==> src/rtl/axil_read_arbiter.sv <==
// axil_read_arbiter: two-to-one AXI-lite read arbiter. It shares one memory read
// port between the instruction-fetch and data-load requesters, with one
// transaction outstanding at a time.
// The winning address is registered toward memory. The response path is a
// combinational pass-through to the granted requester.
// Optional macro AXIL_ARB_FIXED_PRIO_EN selects fixed priority, where the
// instruction requester always wins a tie. When the macro is undefined, the
// arbiter uses round-robin between the two requesters.
module axil_read_arbiter #(
    parameter int ADDR_W = 32,
    parameter int DATA_W = 32
) (
    input  logic              clk,
    input  logic              rst,
    input  logic [ADDR_W-1:0] i_ARADDR,
    input  logic              i_ARVALID,
    output logic              i_ARREADY,
    output logic [DATA_W-1:0] i_RDATA,
    output logic              i_RVALID,
    input  logic              i_RREADY,
    input  logic [ADDR_W-1:0] d_ARADDR,
    input  logic              d_ARVALID,
    output logic              d_ARREADY,
    output logic [DATA_W-1:0] d_RDATA,
    output logic              d_RVALID,
    input  logic              d_RREADY,
    output logic [ADDR_W-1:0] mem_ARADDR,
    output logic              mem_ARVALID,
    input  logic              mem_ARREADY,
    input  logic [DATA_W-1:0] mem_RDATA,
    input  logic              mem_RVALID,
    output logic              mem_RREADY,
    output logic              busy
);

    typedef enum logic [1:0] {
        ST_IDLE = 2'd0,
        ST_ADDR = 2'd1,
        ST_DATA = 2'd2
    } state_t;

    state_t              state_q, state_d;
    logic                gnt_q, gnt_d;     // 0 = instr, 1 = data
    logic                last_q, last_d;   // requester granted last
    logic [ADDR_W-1:0]   addr_q, addr_d;
    logic                win_s;            // 0 = instr wins, 1 = data wins
    logic                mem_rready_s;

`ifdef AXIL_ARB_FIXED_PRIO_EN
    // Pick the winner: the instruction requester always has priority.
    always_comb begin
        win_s = 1'b0;
        if (i_ARVALID) begin
            win_s = 1'b0;
        end else if (d_ARVALID) begin
            win_s = 1'b1;
        end else begin
            win_s = 1'b0;
        end
    end
`else
    // Pick the winner: on a tie, the requester that was not granted last wins.
    always_comb begin
        win_s = 1'b0;
        if (i_ARVALID && d_ARVALID) begin
            win_s = ~last_q;
        end else if (d_ARVALID) begin
            win_s = 1'b1;
        end else begin
            win_s = 1'b0;
        end
    end
`endif

    // Compute the next state and the combinational handshake and response routing.
    always_comb begin
        state_d      = state_q;
        gnt_d        = gnt_q;
        last_d       = last_q;
        addr_d       = addr_q;
        i_ARREADY    = 1'b0;
        d_ARREADY    = 1'b0;
        i_RVALID     = 1'b0;
        d_RVALID     = 1'b0;
        mem_rready_s = 1'b0;
        case (state_q)
            ST_IDLE: begin
                if (i_ARVALID || d_ARVALID) begin
                    gnt_d     = win_s;
                    addr_d    = win_s ? d_ARADDR : i_ARADDR;
                    i_ARREADY = ~win_s;
                    d_ARREADY = win_s;
                    state_d   = ST_ADDR;
                end else begin
                    state_d = ST_IDLE;
                end
            end
            ST_ADDR: begin
                if (mem_ARREADY) begin
                    state_d = ST_DATA;
                end else begin
                    state_d = ST_ADDR;
                end
            end
            ST_DATA: begin
                mem_rready_s = gnt_q ? d_RREADY : i_RREADY;
                i_RVALID     = ~gnt_q & mem_RVALID;
                d_RVALID     = gnt_q & mem_RVALID;
                if (mem_RVALID && mem_rready_s) begin
                    last_d  = gnt_q;
                    state_d = ST_IDLE;
                end else begin
                    state_d = ST_DATA;
                end
            end
            default: begin
                state_d = ST_IDLE;
            end
        endcase
    end

    // State, grant, round-robin history and the captured address register.
    always_ff @(posedge clk) begin
        if (rst) begin
            state_q <= ST_IDLE;
            gnt_q   <= 1'b0;
            last_q  <= 1'b1;
            addr_q  <= '0;
        end else begin
            state_q <= state_d;
            gnt_q   <= gnt_d;
            last_q  <= last_d;
            addr_q  <= addr_d;
        end
    end

    assign mem_ARADDR  = addr_q;
    assign mem_ARVALID = (state_q == ST_ADDR);
    assign mem_RREADY  = mem_rready_s;
    assign busy        = (state_q != ST_IDLE);
    assign i_RDATA     = mem_RDATA;
    assign d_RDATA     = mem_RDATA;

endmodule

==> config.mk <==
export PLATFORM = sky130hd
export DESIGN_NAME = axil_read_arbiter
export DESIGN_NICKNAME = d
export VERILOG_FILES = /design/src/rtl/axil_read_arbiter.sv
export SDC_FILE = /design/constraint.sdc
export NUM_CORES = 1
export LEC_CHECK = 0
export ABC_CLOCK_PERIOD_IN_PS = 1200
export CELL_PAD_IN_SITES_DETAIL_PLACEMENT = 1
export CELL_PAD_IN_SITES_GLOBAL_PLACEMENT = 1
export CORE_MARGIN = 1.5
export CORE_UTILIZATION = 18
export CTS_CLUSTER_DIAMETER = 80
export CTS_CLUSTER_SIZE = 40
export DETAILED_ROUTE_END_ITERATION = 16
export GPL_TIMING_DRIVEN = 0
export HOLD_SLACK_MARGIN = 0.03
export PLACE_DENSITY_LB_ADDON = 0.1
export SKIP_CTS_REPAIR_TIMING = 1
export SYNTH_ARGS = -nofsm -noshare
export SYNTH_HDL_FRONTEND = slang
export SYNTH_SLANG_ARGS = --single-unit
==> constraint.sdc <==
create_clock -name clk -period 1.2 [get_ports clk]
set_input_delay 0.18 -clock clk [delete_from_list [all_inputs] [get_ports clk]]
set_output_delay 0.18 -clock clk [all_outputs]
set_load 0.02 [all_outputs]
=== After elaboration in Yosys (flattened, before gate mapping) ===
Cells that the tools add are included.

* Bits in registers: 36
* Output and inout bits: 103
* Bits of input ports: 104

* Bitwise gates (word level): 5
* Equality and inequality tests: 2
* Multiplexer cells: 15
* Reductions and logical operators: 7

{| class="wikitable"
|+ Operators with widths
! kind !! number
|-
| 32-bit 2-to-1 mux || 1
|-
| 1-bit 2-to-1 mux || 11
|-
| 2-bit one-hot mux with 3 select lines || 1
|-
| 2-bit 2-to-1 mux || 2
|-
| 2-bit AND reduction || 2
|-
| 1-bit inverter || 3
|-
| 1-bit AND || 2
|-
| 2-bit by 1-bit equality test with 1-bit output, second input constant || 1
|-
| 2-bit equality test, second input constant || 1
|-
| 1-bit logical AND || 2
|-
| 2-bit zero test || 1
|-
| 2-bit nonzero test || 1
|-
| 1-bit logical OR || 1
|}

=== Logic depth before layout (Yosys ltp) ===
* Depth in word-level cells: 5
* Depth in mapped cells: 5

=== Least setup slack after synthesis ===
No wires, ideal clock.

* Kind: reg2reg
* Start point: register state_q[0]
* End point: register addr_q[26] (netlist: mem_ARADDR[26])
* Stages on the path, launching flop included: 6
* Arrival time: 1.119 ns
* Library setup time: 0.135 ns
* Slack: -0.054 ns
* Period minus slack after synthesis: 1.254 ns
* Cells stage by stage: dfxtp_1 -> nor2_4 -> inv_1 -> nor2_2 -> buf_4 -> a311oi_2

* Longest elaborated chain between the ends: 2

{| class="wikitable"
|+ RTL lines
! what !! RTL line !! source
|-
| start, declared || 42 || <nowiki>state_t state_q, state_d;</nowiki>
|-
| start signal, assigned || 130 || <nowiki>state_q <= state_d;</nowiki>
|-
| 2-bit zero test || 86 || <nowiki>case (state_q)</nowiki>
|-
| 2-bit AND reduction (no source line) || -- ||
|-
| end signal, assigned || 133 || <nowiki>addr_q <= addr_d;</nowiki>
|-
| end, declared || 45 || <nowiki>logic [ADDR_W-1:0] addr_q, addr_d;</nowiki>
|}

Every way passes these cells.
A chain may end at the register's enable or synchronous reset.

=== Worst setup path in the final report ===
* Start point: register last_q
* End point: output d_ARREADY

* Longest elaborated chain between the ends: 4

{| class="wikitable"
|+ RTL lines
! what !! RTL line !! source
|-
| start, declared || 44 || <nowiki>logic last_q, last_d;</nowiki>
|-
| start signal, assigned || 132 || <nowiki>last_q <= last_d;</nowiki>
|-
| 1-bit inverter || 66 || <nowiki>win_s = ~last_q;</nowiki>
|-
| 1-bit 2-to-1 mux || 65 || <nowiki>if (i_ARVALID && d_ARVALID) begin</nowiki>
|-
| 1-bit 2-to-1 mux || 88 || <nowiki>if (i_ARVALID || d_ARVALID) begin</nowiki>
|-
| 1-bit 2-to-1 mux || 86 ||
|-
| end, declared || 23 || <nowiki>output logic d_ARREADY,</nowiki>
|}

Every way passes these cells.

==> impl_metrics.yaml <==
worst_hold_path:
  hold_class: "in2reg"
  holdPathStages: 3
  hp-start: "mem_RVALID"
  hold_end: "last_q"
route:
  drc_errors: 0
  ant_nets: 0
  avgViaCountPerCell: 4.05
  drtIter0Drc: 51
  vias: 2605
  totalWireLength_mm: 9.23
  detail_route.wl_per_cell_um: 14.4
  drt-pass1-iter-count: 4
worst_setup_path:
  cpPeakStageDelay_ps: 340
  reg2reg_slack_ps: -120
  cp_slowest_cell: "dfxtp_2"
  path_buf_inv: 3
  rr_startpoint: "state_q[1]"
  crit_type: "reg2out"
  reg2reg_depth: 7
  cp.required_ps: 1020
  crit_arrival_ps: 1250
  cp-end-kind: "output pin"
  worstPathMaxFanout: 4
  r2r_end: "mem_ARADDR[21]"
  crit_chain: "a21boi_4 -> buf_6 -> nand2_1 -> inv_1 -> buf_4"
  crit_family: "flip-flops"
  start_kind: "flop"
cts:
  clkTransAtPathRegs_ps: 50
  cts_tree: "yes"
  htree_levels: 2
  cts.path.max_buffers: 2
  cts_buffers: 5
  cts.sinks: 36
  clk_latency_ps: 280
  root_buffer: "clkbuf_16"
die:
  die_y_um: 115
  core_area_um2: 12200
  pin_count: 207
  dieArea_um2: 13300
  fp.dieW_um: 115
  start_util: 0.187
  num_rows: 40
synthesis:
  syn_area_um2: 2270
  postSynthAreaPerCell_um2: 8.15
  yosys_warnings: 0
  netlist_instances: 279
  yosysUniqueCellTypes: 28
  ys_seq_elements: 36
  syn_nets: 383
  ys_seq_area_frac: 0.317
finish:
  diodes: 0
  syn2layout_area_growth_pct: 112
  final_area_um2: 4820
  fin_nets: 578
  drive_gt1_frac: 0.303
global_route:
  grt_util_all_layers: 0.126
  grt_max_degree: 12
  overflow: 0
  grt_pass1_wl_mm: 13.1
  antenna_found_initial: 0
  grt_pass1_vias: 2718
job:
  max_cap_viol_count: 0
sta:
  hold_viol: 0
  setup_viol: 36
  holdWs_ps: 275
  post-route-period-util: 1.19
  clock_skew_ps: 5.58
  period_minus_slack_ps: 1430
  max_slew_margin: 0.575
  slew_violations: 0
  layout_setup_ws_ps: -232
  fmax_mhz: 698
  rsz0062_at_grt: "yes"
  worst_pin_slew_ps: 637
pwr:
  power_mw: 5.00
  p_per_area_nw_per_um2: 1040
  leakage_nw: 2.39
  vdd_drop_max_uv: 466
run_status:
  status: "finished, violations left"
  violations: "negative setup slack"
place:
  postPlaceCellArea_um2: 4220
  place_congestion: 0.665
  hpwlAfterDp_mm: 6.79
  io_buffers: 173
-- layout by cell type (no fill, tap or decap), types with 4 or more instances in the layout --
master / Yosys / final
buf_8: 1 / 4
dlymetal6s2s_1: 0 / 34
nand2_1: 68 / 68
clkbuf_1: 3 / 4
a311oi_1: 28 / 19
buf_6: 6 / 12
clkdlybuf4s50_1: 0 / 131
clkbuf_16: 0 / 8
buf_4: 70 / 78
a21oi_1: 31 / 31
a311oi_2: 4 / 13
a21oi_2: 5 / 5
dfxtp_1: 36 / 32
-- routing by layer --
layer	wire, um	global-route usage	vias to the layer above	part of all wire
met2	4490	0.221	126	0.49
met3	909	0.0471	4	0.098
met1	3790	0.149	1183	0.41
li1	-	-	1292	-
met4	42	0.0255	0	0.0045
met5	0	0	-	0
-- cell type report --
| class | instances | area [um2] |
|---|---|---|
| buffer | 84 | 699 |
| tap | 168 | 210 |
| clock buffer | 6 | 129 |
| timing repair buffer | 188 | 1990 |
| sequential | 36 | 733 |
| fill | 1415 | 7340 |
| inverter | 3 | 13.8 |
| clock inverter | 2 | 35.0 |
| multi-input combinational | 156 | 1010 |
-- worst min-delay path, cell delays in order --
cell,delay [ps]
dlymetal6s2s_1,160
nand4_1,100
nand3_1,60
-- Yosys cell counts --
| cell type | number | area, um2 |
|---|---|---|
| a21bo_2 | 1 | 10.0 |
| a21boi_4 | 1 | 18.8 |
| a21oi_1 | 31 | 155 |
| a21oi_2 | 5 | 43.8 |
| a311oi_1 | 28 | 245 |
| a311oi_2 | 4 | 60.1 |
| and3_1 | 1 | 6.26 |
| buf_1 | 1 | 3.75 |
| buf_2 | 2 | 10.0 |
| buf_4 | 70 | 526 |
| buf_6 | 6 | 67.6 |
| buf_8 | 1 | 15.0 |
| clkbuf_1 | 3 | 11.3 |
| clkbuf_8 | 1 | 13.8 |
| dfxtp_1 | 36 | 721 |
| inv_1 | 3 | 11.3 |
| mux2i_1 | 1 | 10.0 |
| nand2_1 | 68 | 255 |
| nand2b_1 | 2 | 12.5 |
| nand3_1 | 1 | 5.00 |
| nand4_1 | 1 | 6.26 |
| nor2_1 | 3 | 11.3 |
| nor2_2 | 1 | 6.26 |
| nor2_4 | 1 | 11.3 |
| nor2b_1 | 2 | 12.5 |
| nor3_1 | 1 | 5.00 |
| o21ai_0 | 3 | 15.0 |
| or2_1 | 1 | 6.26 |
-- cells by family after synthesis --
group                  Yosys count  share of synthesized area
multiplexers                     1                    0.00440
AND/OR/NAND/NOR                 82                      0.149
buffers and inverters           87                      0.289
flip-flops                      36                      0.317
AO/OA/AOI/OAI                   73                      0.241
-- metrics by stage --
stage	worst slack, ps	instances	util	setup TNS (ps)
4_1_cts	-1020	628	0.360	-21120
2_1_floorplan	7.74	279	-	0
3_5_place_dp	-1010	620	0.347	-20200
5_1_grt	-270	643	0.396	-5680
6_report	-232	643	0.396	-3830
3_3_place_gp	-1010	620	0.347	-19110
-- worst max path at each step --
stage	cells after the start	start	to	slack [ps]
floorplan	5	state_q[0]	mem_ARADDR[26]	8
global placement	6	i_ARVALID	d_ARREADY	-1010
detailed placement	6	i_ARVALID	d_ARREADY	-1010
CTS	6	i_ARVALID	d_ARREADY	-1020
global route	5	state_q[1]	i_ARREADY	-270
finish	5	last_q	d_ARREADY	-230
-- flip-flops by register name (all words and copies together) (netlist names) --
| signal | flops |
|---|---|
| last_q | 1 |
| gnt_q | 1 |
| mem_ARADDR | 32 |
| state_q | 2 |
-- report_power, final --
part / internal, mW / switching (mW) / total [mW]
registers: 1.34 / 0.0830 / 1.42
logic: 1.16 / 0.946 / 2.11
clock network: 0.977 / 0.490 / 1.47
(Power assumes the default switching activity.)
